$ cat src/rtl/gcd_control.sv
// Sequencing FSM for the 16-bit Euclidean GCD datapath (Moore, outputs decoded from state).
// Optional MOD_WAIT watchdog enabled by defining GCD_CTRL_TIMEOUT_EN.
module gcd_control #(
   parameter int TIMEOUT_CYCLES = 64
) (
   input  logic       clk,
   input  logic       rst_ni,
   input  logic       start_i,
   input  logic       valid_i,
   input  logic       modulo_ready_i,
   output logic       busy_o,
   output logic       done_o,
   output logic       error_o,
   output logic [7:0] iter_o,
   output logic [2:0] alu_mode_o,
   output logic       modulo_start_o,
   output logic       zahl1_to_alu_a_o,
   output logic       zahl2_to_alu_b_o,
   output logic       wren_initial_o,
   output logic       wren_zw_gross_o,
   output logic       wren_zw_klein_o,
   output logic       wren_zw_in_zahlen_o,
   output logic       wren_erg_modulo_o,
   output logic       wren_zahl_o,
   output logic       wren_to_new_numbers_o,
   output logic       check_for_termination_o
);

   localparam logic [2:0] MODE_MAX = 3'd1;
   localparam logic [2:0] MODE_MIN = 3'd2;
   localparam logic [2:0] MODE_MOD = 3'd3;

   typedef enum logic [3:0] {
      ST_IDLE,
      ST_LOAD,
      ST_MAX,
      ST_WB_MAX,
      ST_MIN,
      ST_WB_MIN,
      ST_SWAP,
      ST_MOD_START,
      ST_MOD_WAIT,
      ST_MOD_CAP,
      ST_WB_MOD,
      ST_CHECK,
      ST_NEXT,
`ifdef GCD_CTRL_TIMEOUT_EN
      ST_DONE,
      ST_ERROR
`else
      ST_DONE
`endif
   } state_t;

   state_t     state, state_nxt;
   logic [7:0] iter_q;

`ifdef GCD_CTRL_TIMEOUT_EN
   logic [7:0] wait_cnt;
   logic       wait_expired;

   assign wait_expired = (wait_cnt == 8'(TIMEOUT_CYCLES - 1));

   always_ff @(posedge clk or negedge rst_ni) begin
      if (!rst_ni)                     wait_cnt <= '0;
      else if (state == ST_MOD_START)  wait_cnt <= '0;
      else if (state == ST_MOD_WAIT)   wait_cnt <= wait_cnt + 8'd1;
   end
`endif

   always_ff @(posedge clk or negedge rst_ni) begin
      if (!rst_ni) state <= ST_IDLE;
      else         state <= state_nxt;
   end

   // Iteration count survives DONE so the last run's value stays readable in IDLE.
   always_ff @(posedge clk or negedge rst_ni) begin
      if (!rst_ni)                              iter_q <= '0;
      else if (state == ST_IDLE && start_i)     iter_q <= '0;
      else if (state == ST_WB_MOD && iter_q != 8'hFF) iter_q <= iter_q + 8'd1;
   end

   assign iter_o = iter_q;
   assign busy_o = (state != ST_IDLE);

   always_comb begin
      state_nxt               = state;
      done_o                  = 1'b0;
      error_o                 = 1'b0;
      alu_mode_o              = 3'd0;
      modulo_start_o          = 1'b0;
      zahl1_to_alu_a_o        = 1'b0;
      zahl2_to_alu_b_o        = 1'b0;
      wren_initial_o          = 1'b0;
      wren_zw_gross_o         = 1'b0;
      wren_zw_klein_o         = 1'b0;
      wren_zw_in_zahlen_o     = 1'b0;
      wren_erg_modulo_o       = 1'b0;
      wren_zahl_o             = 1'b0;
      wren_to_new_numbers_o   = 1'b0;
      check_for_termination_o = 1'b0;
      case (state)
         ST_IDLE:   if (start_i) state_nxt = ST_LOAD;
         ST_LOAD: begin
            wren_initial_o = 1'b1;
            state_nxt      = ST_MAX;
         end
         ST_MAX: begin
            alu_mode_o       = MODE_MAX;
            zahl1_to_alu_a_o = 1'b1;
            zahl2_to_alu_b_o = 1'b1;
            state_nxt        = ST_WB_MAX;
         end
         ST_WB_MAX: begin
            wren_zw_gross_o = 1'b1;
            state_nxt       = ST_MIN;
         end
         ST_MIN: begin
            alu_mode_o       = MODE_MIN;
            zahl1_to_alu_a_o = 1'b1;
            zahl2_to_alu_b_o = 1'b1;
            state_nxt        = ST_WB_MIN;
         end
         ST_WB_MIN: begin
            wren_zw_klein_o = 1'b1;
            state_nxt       = ST_SWAP;
         end
         ST_SWAP: begin
            wren_zw_in_zahlen_o = 1'b1;
            state_nxt           = ST_MOD_START;
         end
         ST_MOD_START: begin
            alu_mode_o       = MODE_MOD;
            zahl1_to_alu_a_o = 1'b1;
            zahl2_to_alu_b_o = 1'b1;
            modulo_start_o   = 1'b1;
            state_nxt        = ST_MOD_WAIT;
         end
         ST_MOD_WAIT: begin
            alu_mode_o       = MODE_MOD;
            zahl1_to_alu_a_o = 1'b1;
            zahl2_to_alu_b_o = 1'b1;
            if (modulo_ready_i)    state_nxt = ST_MOD_CAP;
`ifdef GCD_CTRL_TIMEOUT_EN
            else if (wait_expired) state_nxt = ST_ERROR;
`endif
         end
         // Operands stay selected one more cycle so the ALU output register captures the remainder.
         ST_MOD_CAP: begin
            alu_mode_o       = MODE_MOD;
            zahl1_to_alu_a_o = 1'b1;
            zahl2_to_alu_b_o = 1'b1;
            state_nxt        = ST_WB_MOD;
         end
         ST_WB_MOD: begin
            wren_erg_modulo_o = 1'b1;
            state_nxt         = ST_CHECK;
         end
         ST_CHECK: begin
            check_for_termination_o = 1'b1;
            state_nxt               = valid_i ? ST_DONE : ST_NEXT;
         end
         ST_NEXT: begin
            wren_zahl_o           = 1'b1;
            wren_to_new_numbers_o = 1'b1;
            state_nxt             = ST_MOD_START;
         end
         ST_DONE: begin
            done_o    = 1'b1;
            state_nxt = ST_IDLE;
         end
`ifdef GCD_CTRL_TIMEOUT_EN
         ST_ERROR: begin
            error_o   = 1'b1;
            state_nxt = ST_IDLE;
         end
`endif
         default: state_nxt = ST_IDLE;
      endcase
   end

endmodule

$ cat config.mk
export PLATFORM = sky130hd
export DESIGN_NAME = gcd_control
export DESIGN_NICKNAME = d
export VERILOG_FILES = /design/src/rtl/gcd_control.sv
export SDC_FILE = /design/constraint.sdc
export NUM_CORES = 1
export LEC_CHECK = 0
export ABC_AREA = 1
export BUFFER_PORTS_ARGS = -buffer_cell sky130_fd_sc_hd__buf_2
export CAP_MARGIN = 5
export CORE_ASPECT_RATIO = 1.1
export CORE_MARGIN = 8
export CORE_UTILIZATION = 47
export DETAILED_ROUTE_END_ITERATION = 8
export PLACE_DENSITY = 0.76
export SLEW_MARGIN = 30
export SYNTH_ARGS = -nofsm -noshare
export SYNTH_HDL_FRONTEND = slang
export SYNTH_SLANG_ARGS = --single-unit
$ cat constraint.sdc
create_clock -name clk -period 1.5 [get_ports clk]
set_clock_uncertainty 0.1 [all_clocks]
set_input_delay 0.225 -clock clk [delete_from_list [all_inputs] [get_ports clk]]
set_output_delay 0.225 -clock clk [all_outputs]
set_load 0.02 [all_outputs]
# Word level (Yosys, flattened, before mapping)

Index checks and enable logic that the tools add are counted.

Bits in registers: 12
Latch bits: 0
Memory bits (writable): 0
Bits in read-only memories: 0
Output and inout port bits: 25
Memories kept: 0

Add/subtract/negate cells: 1
Multiply operators: 0
Div/mod/pow operators: 0
Order comparisons: 0
Eq/ne operators: 16
Shift-type cells: 0
Mux-type cells: 17
Bitwise gates (word level): 0
Reduce and logical (&&, ||, !) cells: 9

Operators with widths:

| kind                                          | number |
|---|---|
| one-hot mux 4 bit (12 select lines)           | 1 |
| == test 4 bit, second input constant          | 6 |
| == test 4 x 3 -> 1 bit, second input constant | 4 |
| two-way mux 8 bit                             | 2 |
| two-way mux 1 bit                             | 11 |
| adder 8 x 1 -> 8 bit, second input constant   | 1 |
| == test 4 x 2 -> 1 bit, second input constant | 2 |
| two-way mux 4 bit                             | 2 |
| inequality test 8 bit, second input constant  | 1 |
| one-hot mux 2 bit (3 select lines)            | 1 |
| OR reduction 5 bit                            | 1 |
| == test 4 x 1 -> 1 bit, second input constant | 1 |
| logical NOT 4 bit                             | 1 |
| inequality test 2 bit, second input constant  | 2 |
| nonzero test 4 bit                            | 1 |
| OR reduction 3 bit                            | 1 |
| logical AND 1 bit                             | 2 |
| AND reduction 2 bit                           | 1 |
| nonzero test 2 bit                            | 1 |
| OR reduction 2 bit                            | 1 |

# Depth between registers and ports, before layout

Gate-level depths: netlist (run 1).

Depth after elaboration: 4
Mapped depth: 8
Mapped depth without buffers: 8

# Least setup slack after synthesis (run 1)

No wires, ideal clock.

Kind: flip-flop to output port
Start point: register state[3]
End point: output port zahl2_to_alu_b_o
Arrival time: 1.418 ns
Setup slack: -0.243 ns
Cell stages (with the launch flop): 7
Path buffers: 1
Cell sequence: dfrtp_1 > inv_1 > nand2_1 > nor2_1 > a21oi_1 > nand3_1 > buf_4

Cells in the longest elaborated chain, start to end: 3

RTL lines:

| element                               | RTL line | source |
|---|---|---|
| start: declaration                    | 55       | `state_t state, state_nxt;` |
| start signal: assignment              | 73       | `else state <= state_nxt;` |
| == test 4 bit (tied with other cells) | --       |  |
| OR reduction 5 bit (no source line) * | --       |  |
| two-way mux 1 bit *                   | --       |  |
| end: declaration                      | 18       | `output logic zahl2_to_alu_b_o,` |

Every way passes the cells marked *; elsewhere a longest branch is shown, timed or not.

# Worst setup path after layout (run 1)

Start point: register state[2]
End point: output port alu_mode_o[0]

Cells in the longest elaborated chain, start to end: 3

RTL lines:

| element                                                        | RTL line | source |
|---|---|---|
| == test 4 bit / == test 4 x 3 -> 1 bit (equally long branches) | 102      | `case (state)` |
| OR reduction 3 bit (no source line)                            | --       |  |
| one-hot mux 2 bit (3 select lines) *                           | 102      |  |
| end: declaration                                               | 15       | `output logic [2:0] alu_mode_o,` |

Marked as above.

==> report_table.html, run 1 <==
<table>
<tr><th>Metric</th><th>Value</th></tr>
<tr><th colspan="2">Global route</th></tr>
<tr><td>Global-route wire length before repair</td><td>4388 um</td></tr>
<tr><td>Fraction of met2 tracks used by global routing</td><td>0.2790</td></tr>
<tr><td>Most congested layer reported by global routing</td><td>met2</td></tr>
<tr><td>Via count of the first global-routing pass</td><td>1,033</td></tr>
<tr><td>Total overflow reported by the global router</td><td>0</td></tr>
<tr><td>Pin count of the biggest net entering global routing</td><td>13</td></tr>
<tr><td>Antenna violations before repair</td><td>0</td></tr>
<tr><td>Global-route usage over all layers</td><td>0.1563</td></tr>
<tr><td>Met3 usage in global routing</td><td>0.04393</td></tr>
<tr><td>Met1 usage in global routing</td><td>0.1648</td></tr>
<tr><th colspan="2">Clock tree</th></tr>
<tr><td>TritonCTS clock tree</td><td>done</td></tr>
<tr><td>Maximum number of buffers from clock root to sink</td><td>2</td></tr>
<tr><td>Clock buffers created by TritonCTS</td><td>3</td></tr>
<tr><td>Buffer type at the clock tree root</td><td>sky130_fd_sc_hd__clkbuf_4</td></tr>
<tr><td>Clock Sinks</td><td>12</td></tr>
<tr><td>CTS H-tree lvls</td><td>1</td></tr>
<tr><td>Clk slew on worst S/H paths</td><td>0.09 ns</td></tr>
<tr><td>Clock latency at the later pin of the worst-skew pair</td><td>0.28 ns</td></tr>
<tr><th colspan="2">Die</th></tr>
<tr><td>Die footprint</td><td>0.003422 mm^2</td></tr>
<tr><td>Core box area</td><td>0.001742 mm^2</td></tr>
<tr><td>Starting density of the core</td><td>0.4871</td></tr>
<tr><td>Std cell rows</td><td>16</td></tr>
<tr><td>Vertical extent of the die</td><td>60.56 um</td></tr>
<tr><td>Floorplan die width</td><td>56.51 um</td></tr>
<tr><td>Number of top-level design ports</td><td>30</td></tr>
<tr><th colspan="2">Final layout</th></tr>
<tr><td>Antenna diode instance count</td><td>0</td></tr>
<tr><td>Final core area utilization</td><td>0.7701</td></tr>
<tr><td>Fraction of final layout cells with drive strength greater than 1</td><td>0.4770</td></tr>
<tr><td>Final-stage net count</td><td>181</td></tr>
<tr><td>Area growth from synthesis to layout</td><td>58.11%</td></tr>
<tr><td>Final instance area</td><td>0.001341 mm^2</td></tr>
<tr><th colspan="2">Yosys</th></tr>
<tr><td>Adder-cell share of the synthesized area</td><td>0.01475</td></tr>
<tr><td>Total of flip-flops plus latches after synthesis</td><td>12</td></tr>
<tr><td>Netlist area before placement</td><td>848.3 um^2</td></tr>
<tr><td>Dominant combinational cell family by area after synthesis</td><td>simple AND/OR/NAND/NOR gates</td></tr>
<tr><td>Cell count after synthesis</td><td>128</td></tr>
<tr><td>Synth cell types</td><td>22</td></tr>
<tr><td>Warning count from the yosys run</td><td>0</td></tr>
<tr><td>Compound-Gate Fraction of Synth Area</td><td>0.05752</td></tr>
<tr><td>Syn Area/Cell</td><td>6.627 um^2</td></tr>
<tr><td>Parity-gate share of the synthesized area counting xor and xnor cells</td><td>0.03097</td></tr>
<tr><td>Mux contribution to synthesized area</td><td>0</td></tr>
<tr><td>Post-synthesis share of cell area spent on and, or, nand and nor gates</td><td>0.4322</td></tr>
<tr><td>Seq/Total Area, Yosys</td><td>0.3540</td></tr>
<tr><th colspan="2">Placed design</th></tr>
<tr><td>Routability Congestion</td><td>0.8781</td></tr>
<tr><td>Area post-placement</td><td>0.001057 mm^2</td></tr>
<tr><td>Quantity of I/O buffers inserted on ports</td><td>27</td></tr>
<tr><td>Post-Place Worst Slack</td><td>0.01418 ns</td></tr>
<tr><td>Detail Placement HPWL</td><td>1884 um</td></tr>
<tr><th colspan="2">Critical path</th></tr>
<tr><td>Launching element of the worst setup path</td><td>state[2]</td></tr>
<tr><td>Nature of the critical path startpoint</td><td>flip-flop</td></tr>
<tr><td>Delay of the slowest critical-path stage</td><td>0.47 ns</td></tr>
<tr><td>Critical path type</td><td>flip-flop to output port</td></tr>
<tr><td>Worst reg2reg setup slack</td><td>-0.06 ns</td></tr>
<tr><td>Reg-to-Reg Start</td><td>state[2]</td></tr>
<tr><td>Maximum fanout along the worst path</td><td>4</td></tr>
<tr><td>Critical path data required time</td><td>1.17 ns</td></tr>
<tr><td>Cell breakdown of the critical path</td><td>nor2_2 &gt; a21oi_4 &gt; nand2_1 &gt; buf_6</td></tr>
<tr><td>Type of element capturing the critical path</td><td>output port</td></tr>
<tr><td>Arrival time at the worst endpoint</td><td>1.38 ns</td></tr>
<tr><td>Slowest library cell on the worst path</td><td>sky130_fd_sc_hd__dfrtp_2</td></tr>
<tr><th colspan="2">Drt</th></tr>
<tr><td>DRC viols</td><td>0</td></tr>
<tr><td>Length of the first detailed-routing pass in iterations</td><td>4</td></tr>
<tr><td>Residual antenna-violating net count after detailed routing</td><td>0</td></tr>
<tr><td>Via-per-instance ratio</td><td>5.609</td></tr>
<tr><td>Detailed Route Iter0 Violations</td><td>49</td></tr>
<tr><td>Average detailed-routed wire length per instance</td><td>16.31 um</td></tr>
<tr><td>Via count</td><td>1,077</td></tr>
<tr><td>Total Wirelength</td><td>3131 um</td></tr>
<tr><th colspan="2">Power and ir drop</th></tr>
<tr><td>Total power per unit cell area</td><td>2099 mW/mm^2</td></tr>
<tr><td>Worst ir drop on vdd</td><td>0.001601 V</td></tr>
<tr><td>Leakage power figure</td><td>0.7236 nW</td></tr>
<tr><th colspan="2">Min path</th></tr>
<tr><td>Min-delay worst type</td><td>input port to flip-flop</td></tr>
<tr><td>Startpoint of the worst hold path</td><td>valid_i</td></tr>
<tr><th colspan="2">STA</th></tr>
<tr><td>Clock period minus worst slack</td><td>1.705 ns</td></tr>
<tr><td>Fmax achieved</td><td>0.5864 GHz</td></tr>
<tr><td>Slack of the critical path</td><td>-0.2055 ns</td></tr>
<tr><td>Count of final setup violators</td><td>22</td></tr>
<tr><td>Max-slew violations</td><td>0</td></tr>
<tr><td>Final-layout worst hold slack</td><td>0.07566 ns</td></tr>
<tr><td>Unrepaired setup endpoints after global routing</td><td>yes</td></tr>
<tr><td>Count of endpoints failing hold in the final timing report</td><td>0</td></tr>
<tr><td>Share of the clock period used by the worst path</td><td>1.137</td></tr>
<tr><th colspan="2">Run status</th></tr>
<tr><td>Failing checks</td><td>negative setup slack</td></tr>
<tr><td>Result of the run</td><td>finished with violations</td></tr>
<tr><th colspan="2">Job</th></tr>
<tr><td>Number of maximum-capacitance constraint violations</td><td>0</td></tr>
</table>
## kinds of logic after synthesis
family                   count (synthesis)
flip-flops                              12
adder cells (fa/ha/maj)                  1
AO/OA/AOI/OAI                            7
XOR/XNOR                                 3
buffers and inverters                   20
AND/OR/NAND/NOR                         84
other                                    1
## worst paths after layout
check,endpoint,depth (start not counted)
worst max-delay path,alu_mode_o[0],4
worst min-delay path,state[0],3
worst max register to register,iter_o[3],6
worst min register to register,iter_o[4],2
max in group asynchronous,state[1],2
min in group asynchronous,iter_o[5],2
## what timing repair did
item | in CTS | in global routing
setup endpoints to repair | 15 | 22
pin swaps | 6 | 4
hold buffers | 1 | 0
gates resized for setup | 38 | 24
setup buffers | 4 | 5
endpoints found under the hold margin | 12 | 0
## stage by stage
stage	std cells	power [mW]	setup TNS, ns
2_1_floorplan	129	1.352	-0.07293
3_3_place_gp	178	1.741	0
3_5_place_dp	178	1.770	0
4_1_cts	187	2.403	-1.371
5_1_grt	192	2.949	-3.334
6_report	192	2.816	-2.426
## routing by layer
metal,vias up,share of wire
li1,484,-
met1,514,0.38
met2,60,0.51
met3,19,0.067
met4,0,0.039
met5,-,0
## layout by cell type (no fill, tap or decap), types with 3 or more instances in the layout
master                     count
sky130_fd_sc_hd__nor2_2        4
sky130_fd_sc_hd__nand2_2       4
sky130_fd_sc_hd__dfrtp_1       7
sky130_fd_sc_hd__inv_1         7
sky130_fd_sc_hd__clkbuf_4      3
sky130_fd_sc_hd__buf_2        12
sky130_fd_sc_hd__nand2_4       3
sky130_fd_sc_hd__inv_2         7
sky130_fd_sc_hd__nor2_1       14
sky130_fd_sc_hd__buf_4        18
sky130_fd_sc_hd__nand2_1      37
sky130_fd_sc_hd__nand3_1       9
sky130_fd_sc_hd__buf_6        14
sky130_fd_sc_hd__dfrtp_2       5
sky130_fd_sc_hd__nor2_4        7
## flip-flops by register name, indices dropped and copies added (netlist names)
name	flops
iter_o	8
state	4
## worst max-delay path, delay by kind of cell, from the launching register on
kind	cells	cell delay, ns
DFF	1	0.47
buffers and inverters	1	0.13
and+or+nand+nor	2	0.38
AOI/OAI and AO/OA	1	0.11
## final cells by class
type / count / area, um^2
Multi-Input combinational cell: 97 / 548.0
Fill cell: 118 / 400.4
Timing Repair Buffer: 45 / 362.8
Sequential cell: 12 / 306.5
Inverter: 16 / 65.06
Clock buffer: 4 / 36.28
Tap cell: 18 / 22.52
## cell usage after synthesis (all sizes together)
cell type | number | area share
o21ai | 2 | 0.012
xnor2 | 2 | 0.021
buf | 4 | 0.035
a21oi | 3 | 0.031
xor2 | 1 | 0.010
conb | 1 | 0.0044
nand3b | 1 | 0.0089
ha | 1 | 0.015
nand4 | 2 | 0.015
nor2 | 25 | 0.14
nand3 | 10 | 0.059
inv | 16 | 0.071
nor3 | 1 | 0.0059
o22ai | 1 | 0.0074
nand2 | 44 | 0.19
a31oi | 1 | 0.0074
nor3b | 1 | 0.0089
dfrtp | 12 | 0.35
## power by group
part | switching (mW) | total [mW] | internal, mW
clock | 0.130 | 0.278 | 0.148
combinational | 1.13 | 1.97 | 0.843
sequential | 0.148 | 0.564 | 0.416
No activity file was read; power rests on OpenSTA's default activity.
==> run 2, diff against run 1 <==
--- a/config.mk
+++ b/config.mk
@@ -6,7 +6,7 @@
 export NUM_CORES = 1
 export LEC_CHECK = 0
 export ABC_AREA = 1
-export BUFFER_PORTS_ARGS = -buffer_cell sky130_fd_sc_hd__buf_2
+export BUFFER_PORTS_ARGS = -buffer_cell sky130_fd_sc_hd__clkbuf_2
 export CAP_MARGIN = 5
 export CORE_ASPECT_RATIO = 1.1
 export CORE_MARGIN = 8
==> run 2 against run 1 <==
  * The flow still finishes with violations (negative setup slack)
  * Power grew 13%
  * Sequential cell count did not move
  * Cell area increased by 8.4%
  * Largest power group unchanged
==> report_table.html, run 2 (synthesis gave the netlist of run 1 again) <==
<table>
<tr><th>Metric</th><th>Value</th></tr>
<tr><th colspan="2">Power and ir drop</th></tr>
<tr><td>Clock Power Share</td><td>0.088 (-0.011)</td></tr>
<tr><td>Overall power of the completed layout</td><td>3.186 mW (+13%)</td></tr>
<tr><td>Net switching power</td><td>1.588 mW (+13%)</td></tr>
<tr><td>Leakage power figure</td><td>0.7639 nW (+5.6%)</td></tr>
<tr><td>Register share of total power</td><td>0.177 (-0.023)</td></tr>
<tr><td>Worst ir drop on vdd</td><td>0.001795 V (+12%)</td></tr>
<tr><td>Switch share</td><td>0.4985 (-0.002139)</td></tr>
<tr><td>Part of the power in combinational logic</td><td>0.735 (+0.034)</td></tr>
<tr><td>Int Power</td><td>1.598 mW (+14%)</td></tr>
<tr><td>Total power per unit cell area</td><td>2191 mW/mm^2 (+4.4%)</td></tr>
<tr><th colspan="2">Placed design</th></tr>
<tr><td>Quantity of I/O buffers inserted on ports</td><td>27 (unchanged)</td></tr>
<tr><td>Routability Congestion</td><td>0.8818 (+0.42%)</td></tr>
<tr><td>Detail Placement HPWL</td><td>1887 um (+0.15%)</td></tr>
<tr><th colspan="2">Final layout</th></tr>
<tr><td>Antenna diode instance count</td><td>0 (unchanged)</td></tr>
<tr><td>Max FFs per register</td><td>8 (unchanged)</td></tr>
<tr><td>Fraction of final layout cells with drive strength greater than 1</td><td>0.5028 (+0.02578)</td></tr>
<tr><td>Most used cells in the layout excluding fill and tap cells</td><td>sky130_fd_sc_hd__nand2_1, sky130_fd_sc_hd__buf_4, sky130_fd_sc_hd__nor2_1</td></tr>
<tr><td>Count of fill cells added during filler insertion</td><td>102 (-14%)</td></tr>
<tr><td>Area growth from synthesis to layout</td><td>71.39%</td></tr>
<tr><td>Final core area utilization</td><td>0.8348 (+0.06466)</td></tr>
<tr><td>Commonest non-fill, non-tap cell in the layout</td><td>sky130_fd_sc_hd__nand2_1</td></tr>
<tr><td>Final-stage net count</td><td>186 (+2.8%)</td></tr>
<tr><th colspan="2">Clock tree</th></tr>
<tr><td>Clock Sinks</td><td>12 (unchanged)</td></tr>
<tr><td>Clk slew on worst S/H paths</td><td>0.10 ns (about the same)</td></tr>
<tr><td>CTS H-tree lvls</td><td>1 (unchanged)</td></tr>
<tr><td>Clock buffers created by TritonCTS</td><td>3 (unchanged)</td></tr>
<tr><td>Clock latency at the later pin of the worst-skew pair</td><td>0.29 ns (about the same)</td></tr>
<tr><td>TritonCTS clock tree</td><td>done</td></tr>
<tr><td>Buffer type at the clock tree root</td><td>sky130_fd_sc_hd__clkbuf_4</td></tr>
<tr><td>Maximum number of buffers from clock root to sink</td><td>2 (unchanged)</td></tr>
<tr><th colspan="2">Die</th></tr>
<tr><td>Die footprint</td><td>0.003422 mm^2 (unchanged)</td></tr>
<tr><td>Vertical extent of the die</td><td>60.56 um (unchanged)</td></tr>
<tr><td>Core box area</td><td>0.001742 mm^2 (unchanged)</td></tr>
<tr><td>Std cell rows</td><td>16 (unchanged)</td></tr>
<tr><td>Starting density of the core</td><td>0.4871 (unchanged)</td></tr>
<tr><td>Number of top-level design ports</td><td>30 (unchanged)</td></tr>
<tr><td>Floorplan die width</td><td>56.51 um (unchanged)</td></tr>
<tr><th colspan="2">STA</th></tr>
<tr><td>Share of the clock period used by the worst path</td><td>1.170 (+0.03321)</td></tr>
<tr><td>Count of final setup violators</td><td>23 (+4.5%)</td></tr>
<tr><td>Slack of the critical path</td><td>-0.2553 ns (-0.04981 ns)</td></tr>
<tr><td>Unrepaired setup endpoints after global routing</td><td>yes</td></tr>
<tr><td>Fmax achieved</td><td>0.5697 GHz (-2.8%)</td></tr>
<tr><td>Clock period minus worst slack</td><td>1.755 ns (+0.04981 ns)</td></tr>
<tr><td>Count of endpoints failing hold in the final timing report</td><td>0 (unchanged)</td></tr>
<tr><td>Max-slew violations</td><td>0 (unchanged)</td></tr>
<tr><td>Final total negative setup slack</td><td>-4.280 ns (-1.853 ns)</td></tr>
<tr><th colspan="2">Critical path</th></tr>
<tr><td>Nature of the critical path startpoint</td><td>flip-flop</td></tr>
<tr><td>Arrival time at the worst endpoint</td><td>1.82 ns (+0.44 ns)</td></tr>
<tr><td>Type of element capturing the critical path</td><td>flip-flop</td></tr>
<tr><td>Critical path data required time</td><td>1.57 ns (+0.40 ns)</td></tr>
<tr><td>Maximum fanout along the worst path</td><td>8 (+4)</td></tr>
<tr><td>Worst reg2reg setup slack</td><td>-0.26 ns (-0.20 ns)</td></tr>
<tr><td>Critical path type</td><td>flip-flop to flip-flop</td></tr>
<tr><th colspan="2">Global route</th></tr>
<tr><td>Global-route usage over all layers</td><td>0.1894 (+0.03308)</td></tr>
<tr><td>Global-route wire length before repair</td><td>5085 um (+16%)</td></tr>
<tr><td>Pin count of the biggest net entering global routing</td><td>13 (unchanged)</td></tr>
<tr><td>Total overflow reported by the global router</td><td>0 (unchanged)</td></tr>
<tr><td>Via count of the first global-routing pass</td><td>1,053 (+1.9%)</td></tr>
<tr><td>Antenna violations before repair</td><td>0 (unchanged)</td></tr>
<tr><th colspan="2">Drt</th></tr>
<tr><td>Average detailed-routed wire length per instance</td><td>19.04 um (+17%)</td></tr>
<tr><td>Via-per-instance ratio</td><td>5.802 (+3.4%)</td></tr>
<tr><td>Detailed Route Iter0 Violations</td><td>68 (+39%)</td></tr>
<tr><td>Total Wirelength</td><td>3751 um (+20%)</td></tr>
<tr><td>Residual antenna-violating net count after detailed routing</td><td>0 (unchanged)</td></tr>
<tr><td>Via count</td><td>1,143 (+6.1%)</td></tr>
<tr><td>DRC viols</td><td>0 (unchanged)</td></tr>
<tr><td>Length of the first detailed-routing pass in iterations</td><td>5 (+1)</td></tr>
<tr><th colspan="2">Run status</th></tr>
<tr><td>Result of the run</td><td>finished with violations</td></tr>
<tr><td>Failing checks</td><td>negative setup slack</td></tr>
<tr><th colspan="2">Min path</th></tr>
<tr><td>Min-delay worst type</td><td>input port to flip-flop</td></tr>
<tr><th colspan="2">Job</th></tr>
<tr><td>Number of maximum-capacitance constraint violations</td><td>0 (unchanged)</td></tr>
</table>
## run 2: cell count changes in the layout (fill, tap and decap cells not counted), sizes merged
cell / change
buf: -10
clkbuf: +15
## run 2: layout make-up
cell class                 instances  area (um^2)  area share
sequential                        12        306.5      0.2108
inverter                          16        65.06     0.04475
clock buffer                       4        36.28     0.02496
timing repair buffer              50        442.9      0.3046
multi-input combinational         97        580.6      0.3993
tap                               18        22.52     0.01549
## run 2: worst paths after layout
kind	start	end	depth (start not counted)
min reg2reg	iter_o[4]	iter_o[4]	2
min	valid_i	state[0]	3
max	state[1]	iter_o[7]	9
max reg2reg	state[1]	iter_o[7]	9
min in group asynchronous	rst_ni	iter_o[5]	2
max in group asynchronous	rst_ni	state[0]	2
## run 2: timing repair
item	CTS	global route
gates resized for setup	50	35
cloned	0	0
pin swaps	5	7
buffers inserted	5	10
hold buffers	1	0
setup endpoints to repair	15	23
endpoints found under the hold margin	12	0
## run 2: routing by layer
layer	wire length, um	global-route usage	up-vias
li1	-	-	496
met1	1259	0.1865	539
met2	1886	0.3197	79
met3	318	0.06276	29
met4	287	0.1615	0
met5	0	0	-
## run 2: power groups by stage
stage / registers (mW) / logic, mW / clock network, mW
6_report: 0.564 / 2.34 / 0.282
5_1_grt: 0.569 / 2.47 / 0.288
4_1_cts: 0.529 / 1.74 / 0.270
3_5_place_dp: 0.502 / 1.27 / 0
3_3_place_gp: 0.497 / 1.25 / 0
2_1_floorplan: 0.529 / 0.822 / 0
## run 2: metrics by stage
| stage | std cells | instance area, um^2 | hold slack, ns | setup slack, ns |
|---|---|---|---|---|
| 4_1_cts | 188 | 1297 | 0.1006 | -0.1509 |
| 2_1_floorplan | 129 | 869.6 | -0.1706 | -0.07293 |
| 6_report | 197 | 1454 | 0.1204 | -0.2553 |
| 5_1_grt | 197 | 1454 | 0.1242 | -0.3114 |
| 3_3_place_gp | 178 | 1057 | 0.02668 | 0.04796 |
| 3_5_place_dp | 178 | 1057 | 0.03172 | -0.003405 |
## run 2: critical path, stage by stage (launching register included)
cell                      delay [ns]
sky130_fd_sc_hd__dfrtp_2        0.48
sky130_fd_sc_hd__buf_6          0.13
sky130_fd_sc_hd__inv_4          0.04
sky130_fd_sc_hd__nor2_4         0.13
sky130_fd_sc_hd__buf_4          0.13
sky130_fd_sc_hd__nand2_1        0.09
sky130_fd_sc_hd__a21oi_4        0.27
sky130_fd_sc_hd__nor2_4         0.10
sky130_fd_sc_hd__nand2_1        0.10
sky130_fd_sc_hd__nand2_1        0.06
